File: config.mk
export PLATFORM = sky130hd
export DESIGN_NAME = toggle_handshake_tx_flat
export DESIGN_NICKNAME = d
export VERILOG_FILES = /design/src/rtl/toggle_handshake_if.sv /design/src/rtl/toggle_handshake_tx.sv /design/src/flat_wrapper.sv
export SDC_FILE = /design/constraint.sdc
export NUM_CORES = 1
export LEC_CHECK = 0
export ABC_CLOCK_PERIOD_IN_PS = 4300
export CORE_ASPECT_RATIO = 1.5
export CORE_UTILIZATION = 35
export DETAILED_ROUTE_END_ITERATION = 8
export HOLD_SLACK_MARGIN = 0.03
export SLEW_MARGIN = 10
export SYNTH_ARGS = -nofsm -noshare
export SYNTH_HDL_FRONTEND = slang
export SYNTH_SLANG_ARGS = --single-unit
File: constraint.sdc
create_clock -name clk_src -period 4.3 [get_ports clk_src]
set_input_delay 1.29 -clock clk_src [delete_from_list [all_inputs] [get_ports clk_src]]
set_output_delay 1.29 -clock clk_src [all_outputs]
set_load 0.03 [all_outputs]
File: src/rtl/toggle_handshake_if.sv
// Bundle of the toggle-handshake transmitter's data-path and handshake signals.
//   slave  : seen by toggle_handshake_tx (accepts words, drives req/xfer, reads ack)
//   master : seen by the upstream producer / destination side
// Signals:
//   in_valid/in_data/in_ready : upstream valid/ready word interface
//   req_toggle/xfer_data      : request toggle and held word toward destination
//   ack_toggle                : asynchronous acknowledge toggle from destination
//   busy/done_pulse           : status and one-cycle completion pulse
//   timeout_err/err_clr       : sticky watchdog error and its clear
//   xfer_count                : completed-transfer counter (wraps)
interface toggle_handshake_if #(
  parameter int DATA_W = 8
);
  logic              in_valid;
  logic [DATA_W-1:0] in_data;
  logic              in_ready;
  logic              req_toggle;
  logic [DATA_W-1:0] xfer_data;
  logic              ack_toggle;
  logic              busy;
  logic              done_pulse;
  logic              timeout_err;
  logic              err_clr;
  logic [15:0]       xfer_count;

  modport slave (
    input  in_valid, in_data, ack_toggle, err_clr,
    output in_ready, req_toggle, xfer_data, busy, done_pulse, timeout_err, xfer_count
  );

  modport master (
    output in_valid, in_data, ack_toggle, err_clr,
    input  in_ready, req_toggle, xfer_data, busy, done_pulse, timeout_err, xfer_count
  );
endinterface

File: src/rtl/toggle_handshake_tx.sv
// Source-side transmitter of a two-phase (toggle) req/ack handshake.
// A word accepted on the valid/ready side is held on xfer_data while
// req_toggle is flipped; completion is declared once the synchronized
// ack_toggle equals req_toggle again. A watchdog parks the block in an
// error state if the acknowledge does not arrive in time.
// Ports:
//   clk_src : source clock, all logic on its rising edge
//   rst_n   : asynchronous active-low reset
//   bus     : toggle_handshake_if.slave (see interface file for signal list)
module toggle_handshake_tx #(
  parameter int DATA_W      = 8,
  parameter int SYNC_STAGES = 2,
  parameter int TIMEOUT_CYC = 1024
) (
  input  logic                clk_src,
  input  logic                rst_n,
  toggle_handshake_if.slave   bus
);

  localparam logic [1:0] IDLE     = 2'd0;
  localparam logic [1:0] WAIT_ACK = 2'd1;
  localparam logic [1:0] ERR      = 2'd2;

  // A zero-width timer is illegal, so a disabled watchdog still gets one bit.
  localparam int TMR_W = (TIMEOUT_CYC == 0) ? 1 : $clog2(TIMEOUT_CYC + 1);
  localparam logic [TMR_W-1:0] TMR_LAST =
    TMR_W'((TIMEOUT_CYC == 0) ? 0 : TIMEOUT_CYC - 1);

  logic [1:0]             state;
  logic [SYNC_STAGES-1:0] ack_sync_q;
  logic                   ack_sync;
  logic                   match;
  logic                   req_q;
  logic [DATA_W-1:0]      data_q;
  logic                   done_q;
  logic                   err_q;
  logic [15:0]            count_q;
  logic [TMR_W-1:0]       timer_q;

  // ---- ack_toggle synchronizer: the only path from the destination domain
  always_ff @(posedge clk_src or negedge rst_n) begin
    if (!rst_n) begin
      ack_sync_q <= '0;
    end else begin
      ack_sync_q <= {ack_sync_q[SYNC_STAGES-2:0], bus.ack_toggle};
    end
  end

  assign ack_sync = ack_sync_q[SYNC_STAGES-1];
  assign match    = (ack_sync == req_q);

  // ---- control state, held word and status registers
  always_ff @(posedge clk_src or negedge rst_n) begin
    if (!rst_n) begin
      state   <= IDLE;
      req_q   <= 1'b0;
      data_q  <= '0;
      done_q  <= 1'b0;
      err_q   <= 1'b0;
      count_q <= '0;
      timer_q <= '0;
    end else begin
      done_q <= 1'b0;
      unique case (state)
        IDLE: begin
          // in_ready is high throughout IDLE, so valid alone means accept.
          if (bus.in_valid) begin
            data_q  <= bus.in_data;
            req_q   <= ~req_q;
            timer_q <= '0;
            state   <= WAIT_ACK;
          end
        end
        WAIT_ACK: begin
          // A match wins over an expiring timer on the same edge.
          if (match) begin
            done_q  <= 1'b1;
            count_q <= count_q + 16'd1;
            state   <= IDLE;
          end else if (TIMEOUT_CYC != 0 && timer_q == TMR_LAST) begin
            err_q <= 1'b1;
            state <= ERR;
          end else begin
            timer_q <= timer_q + TMR_W'(1);
          end
        end
        ERR: begin
          // Stay here even if the ack has since arrived; software must clear.
          if (bus.err_clr) begin
            err_q   <= 1'b0;
            timer_q <= '0;
            state   <= WAIT_ACK;
          end
        end
        default: state <= IDLE;
      endcase
    end
  end

  assign bus.in_ready    = (state == IDLE);
  assign bus.busy        = (state != IDLE);
  assign bus.req_toggle  = req_q;
  assign bus.xfer_data   = data_q;
  assign bus.done_pulse  = done_q;
  assign bus.timeout_err = err_q;
  assign bus.xfer_count  = count_q;

endmodule

File: src/flat_wrapper.sv
// flat-port wrapper written by rule: the top's interface ports become plain ports
module toggle_handshake_tx_flat 
#(
  parameter int DATA_W      = 8,
  parameter int SYNC_STAGES = 2,
  parameter int TIMEOUT_CYC = 1024
)
  (clk_src, rst_n, bus_in_valid, bus_in_data, bus_ack_toggle, bus_err_clr, bus_in_ready, bus_req_toggle, bus_xfer_data, bus_busy, bus_done_pulse, bus_timeout_err, bus_xfer_count);
  toggle_handshake_if #(.DATA_W(DATA_W)) bus_i ();
  input  logic clk_src;
  input  logic rst_n;
  input wire logic [$bits(bus_i.in_valid)-1:0] bus_in_valid;
  input wire logic [$bits(bus_i.in_data)-1:0] bus_in_data;
  input wire logic [$bits(bus_i.ack_toggle)-1:0] bus_ack_toggle;
  input wire logic [$bits(bus_i.err_clr)-1:0] bus_err_clr;
  output wire logic [$bits(bus_i.in_ready)-1:0] bus_in_ready;
  output wire logic [$bits(bus_i.req_toggle)-1:0] bus_req_toggle;
  output wire logic [$bits(bus_i.xfer_data)-1:0] bus_xfer_data;
  output wire logic [$bits(bus_i.busy)-1:0] bus_busy;
  output wire logic [$bits(bus_i.done_pulse)-1:0] bus_done_pulse;
  output wire logic [$bits(bus_i.timeout_err)-1:0] bus_timeout_err;
  output wire logic [$bits(bus_i.xfer_count)-1:0] bus_xfer_count;
  assign bus_i.in_valid = bus_in_valid;
  assign bus_i.in_data = bus_in_data;
  assign bus_i.ack_toggle = bus_ack_toggle;
  assign bus_i.err_clr = bus_err_clr;
  assign bus_in_ready = bus_i.in_ready;
  assign bus_req_toggle = bus_i.req_toggle;
  assign bus_xfer_data = bus_i.xfer_data;
  assign bus_busy = bus_i.busy;
  assign bus_done_pulse = bus_i.done_pulse;
  assign bus_timeout_err = bus_i.timeout_err;
  assign bus_xfer_count = bus_i.xfer_count;
  toggle_handshake_tx #(.DATA_W(DATA_W), .SYNC_STAGES(SYNC_STAGES), .TIMEOUT_CYC(TIMEOUT_CYC)) u_core (.clk_src(clk_src), .rst_n(rst_n), .bus(bus_i));
endmodule
==> flow_summary.yaml <==
run:
  maxCapViolCount: 0
worst_setup_path:
  r2r_end: "u_core.timer_q[9]"
  crit_path_cell_trace: "nor2_1, clkdlybuf4s50_1"
  max_stage_delay_ps: 680
  cp.arrival_ps: 1580
  critPathKind: "register to primary output"
  start_kind: "register"
  critPathMaxFanout: 7
  cpMaxStageDelayCell: "clkdlybuf4s50_1"
  regToRegSetupSlack_ps: 2110
  crit_path_end_kind: "primary output"
  reg2reg_depth: 5
  r2r_start: "u_core.timer_q[0]"
  required_ps: 3010
synthesis:
  syn_inst: 166
  yosysTopAreaCellShare: 0.5333
  async_flop_share: 1.000
  synth_fp_nets: 181
  synth_area_leaders: "dfrtp_1 53%, mux2_2 5.1%, o31ai_1 4.6%"
  synth_top_area_cell: "dfrtp_1"
  yosysUniqueCellTypes: 41
  ys.flop_type: "dfrtp_1"
  synth-seq-cells: 42
  seq_area_frac_synth: 0.5333
  syn_avg_cell_area_sq_um: 11.87
  yosys_warnings: 0
  synthTopCellsByCount: "42 x dfrtp_1, 12 x o31ai_1, 10 x nand2_1, 10 x xor2_1"
  synth_edf_count: 0
  synthesis.area_sq_um: 1971
  yosysMostFrequentCell: "dfrtp_1"
sta:
  fin_setup_tns_ps: 0
  tightest_slew_ps: 1116
  slew_violations: 0
  rsz0062_at_grt: "false"
  fmax_ghz: 0.3490
  slew_headroom: 0.2500
  fin_ws_ps: 1435
  final_hold_viol_count: 0
  setup_viol: 0
  fin_crit_sh: 0.6663
  skew_ps: 8.139
  period_needed_ps: 2865
final_layout:
  design_area_sq_um: 2535
  drive_above_1_share: 0.1611
  finish.utilization: 0.4651
  diodes: 0
  multi_input_area_sq_um: 880.8
  synthToLayoutAreaGrowth_pct: 28.63
  seqCellArea_sq_um: 1051
  final_nets: 225
  filler_cell_count: 525
die:
  die_x_um: 63.27
  num_io_pins: 42
  dieArea_sq_um: 5941
  die_h_um: 93.90
  core_sq_um: 5450
  placementRows: 33
  start_util: 0.3616
global_routing:
  grt_pass1_vias: 1377
  antenna_found_initial: 0
  grt.total_usage: 0.1431
  grt_pass1_wl_mm: 6.575
  grt_max_degree: 43
  grt_overflow: 0
clocking:
  clk_latency_ps: 290
  cts.sinks: 42
  cts_buffers: 5
  cts_tree: "yes"
  post_cts_buffers: 0
  ctsHoldBuffers: 0
  post_cts_resized: 0
  cts.path.max_buffers: 2
  path_clk_slew_ps: 80
  htreeDepth: 2
  cts_root_buffer: "clkbuf_8"
min_path:
  hold_depth: 0
  hold_path.class: "register to register"
  worstHoldEndpoint: "u_core.ack_sync_q[1]"
  min_from: "u_core.ack_sync_q[0]"
placement:
  globalplace.congestion: 0.7376
  place_area_sq_um: 2440
  hpwl_mm: 2.795
  pre_cts_ws_ps: 1157
  port_buffers: 41
detailed_routing:
  first_pass_iters: 4
  vias: 1448
  routedWlPerCell_um: 13.75
  final_antenna_net_count: 0
  drtIter0Drc: 67
  drc: 0
  via_per_inst: 5.153
  wl_mm: 3.864
power:
  total_power_mw: 1.464
  vdd_ir_drop_max_uv: 177.1
  p_leak_nw: 1.079
  power_per_cell_area_nw_per_um2: 577.7
run_status:
  status: "finished, final reports clean"
==> area by class of cell <==
cell class | count | share of cell area
clock inverters | 2 | 0.004936
flip-flops and latches | 42 | 0.4146
repair buffers | 42 | 0.1629
clock buffers | 6 | 0.03258
inverters | 2 | 0.002962
multi-input cells | 117 | 0.3475
well taps | 70 | 0.03455
==> through the flow <==
stage          instances  hold WS [ps]
2_1_floorplan        166         331.2
3_3_place_gp         273         336.1
3_5_place_dp         273         341.9
4_1_cts              281         361.7
5_1_grt              281         383.0
6_report             281         362.6
==> where the power goes <==
part,switching [mW],internal (mW)
logic,0.366,0.265
registers,0.0843,0.484
clock network,0.135,0.129
==> registers in the layout, summed over array words and instances (netlist names) <==
signal,cells
u_core.bus.timeout_err,1
u_core.bus.done_pulse,1
u_core.bus.req_toggle,1
u_core.timer_q,11
u_core.bus.xfer_count,16
u_core.state,2
u_core.ack_sync_q,2
u_core.bus.xfer_data,8
==> logic make-up after synthesis <==
logic type      Yosys count  synth area share
xor+xnor                 18           0.08381
flops                    42            0.5333
compound gates           30            0.1206
simple gates             58            0.1784
mux                       9           0.05143
fa+ha+maj                 2           0.01270
buf+inv                   7           0.01968
==> cell usage in the layout (no fill, tap or decap), types with 3 or more instances in the layout <==
cell              n
dfrtp_1          42
clkdlybuf4s50_1  40
o31ai_1          12
nand2_1          10
xor2_1           10
nand3_1           9
mux2_2            9
nor2_1            7
xnor2_1           7
clkbuf_8          6
nor3_1            5
nand4_1           5
and3_1            4
a21oi_1           4
nand2b_1          3
o21ai_0           3
==> critical path: cells and delay by family (launching register included) <==
kind | cells | cell delay (ps)
AND/OR/NAND/NOR | 1 | 160
flip-flops | 1 | 440
buffers and inverters | 1 | 680
==> worst max path at each step <==
stage               slack, ps            start  depth (start not counted)                 to
floorplan                1850  u_core.state[1]                          2           bus_busy
global placement         1170     bus_in_valid                          6  u_core.timer_q[7]
detailed placement       1160     bus_in_valid                          6  u_core.timer_q[0]
CTS                      1410  u_core.state[1]                          2       bus_in_ready
global route             1310     bus_in_valid                          6  u_core.timer_q[0]
finish                   1430  u_core.state[1]                          2       bus_in_ready
==> per-layer routing <==
metal	GRT usage	vias to the layer above	share of wire
met5	0	-	0
met3	0.03519	6	0.035
met4	0.05492	0	0.015
met1	0.1701	722	0.43
li1	-	689	-
met2	0.2464	31	0.52
(Power assumes the default switching activity.)
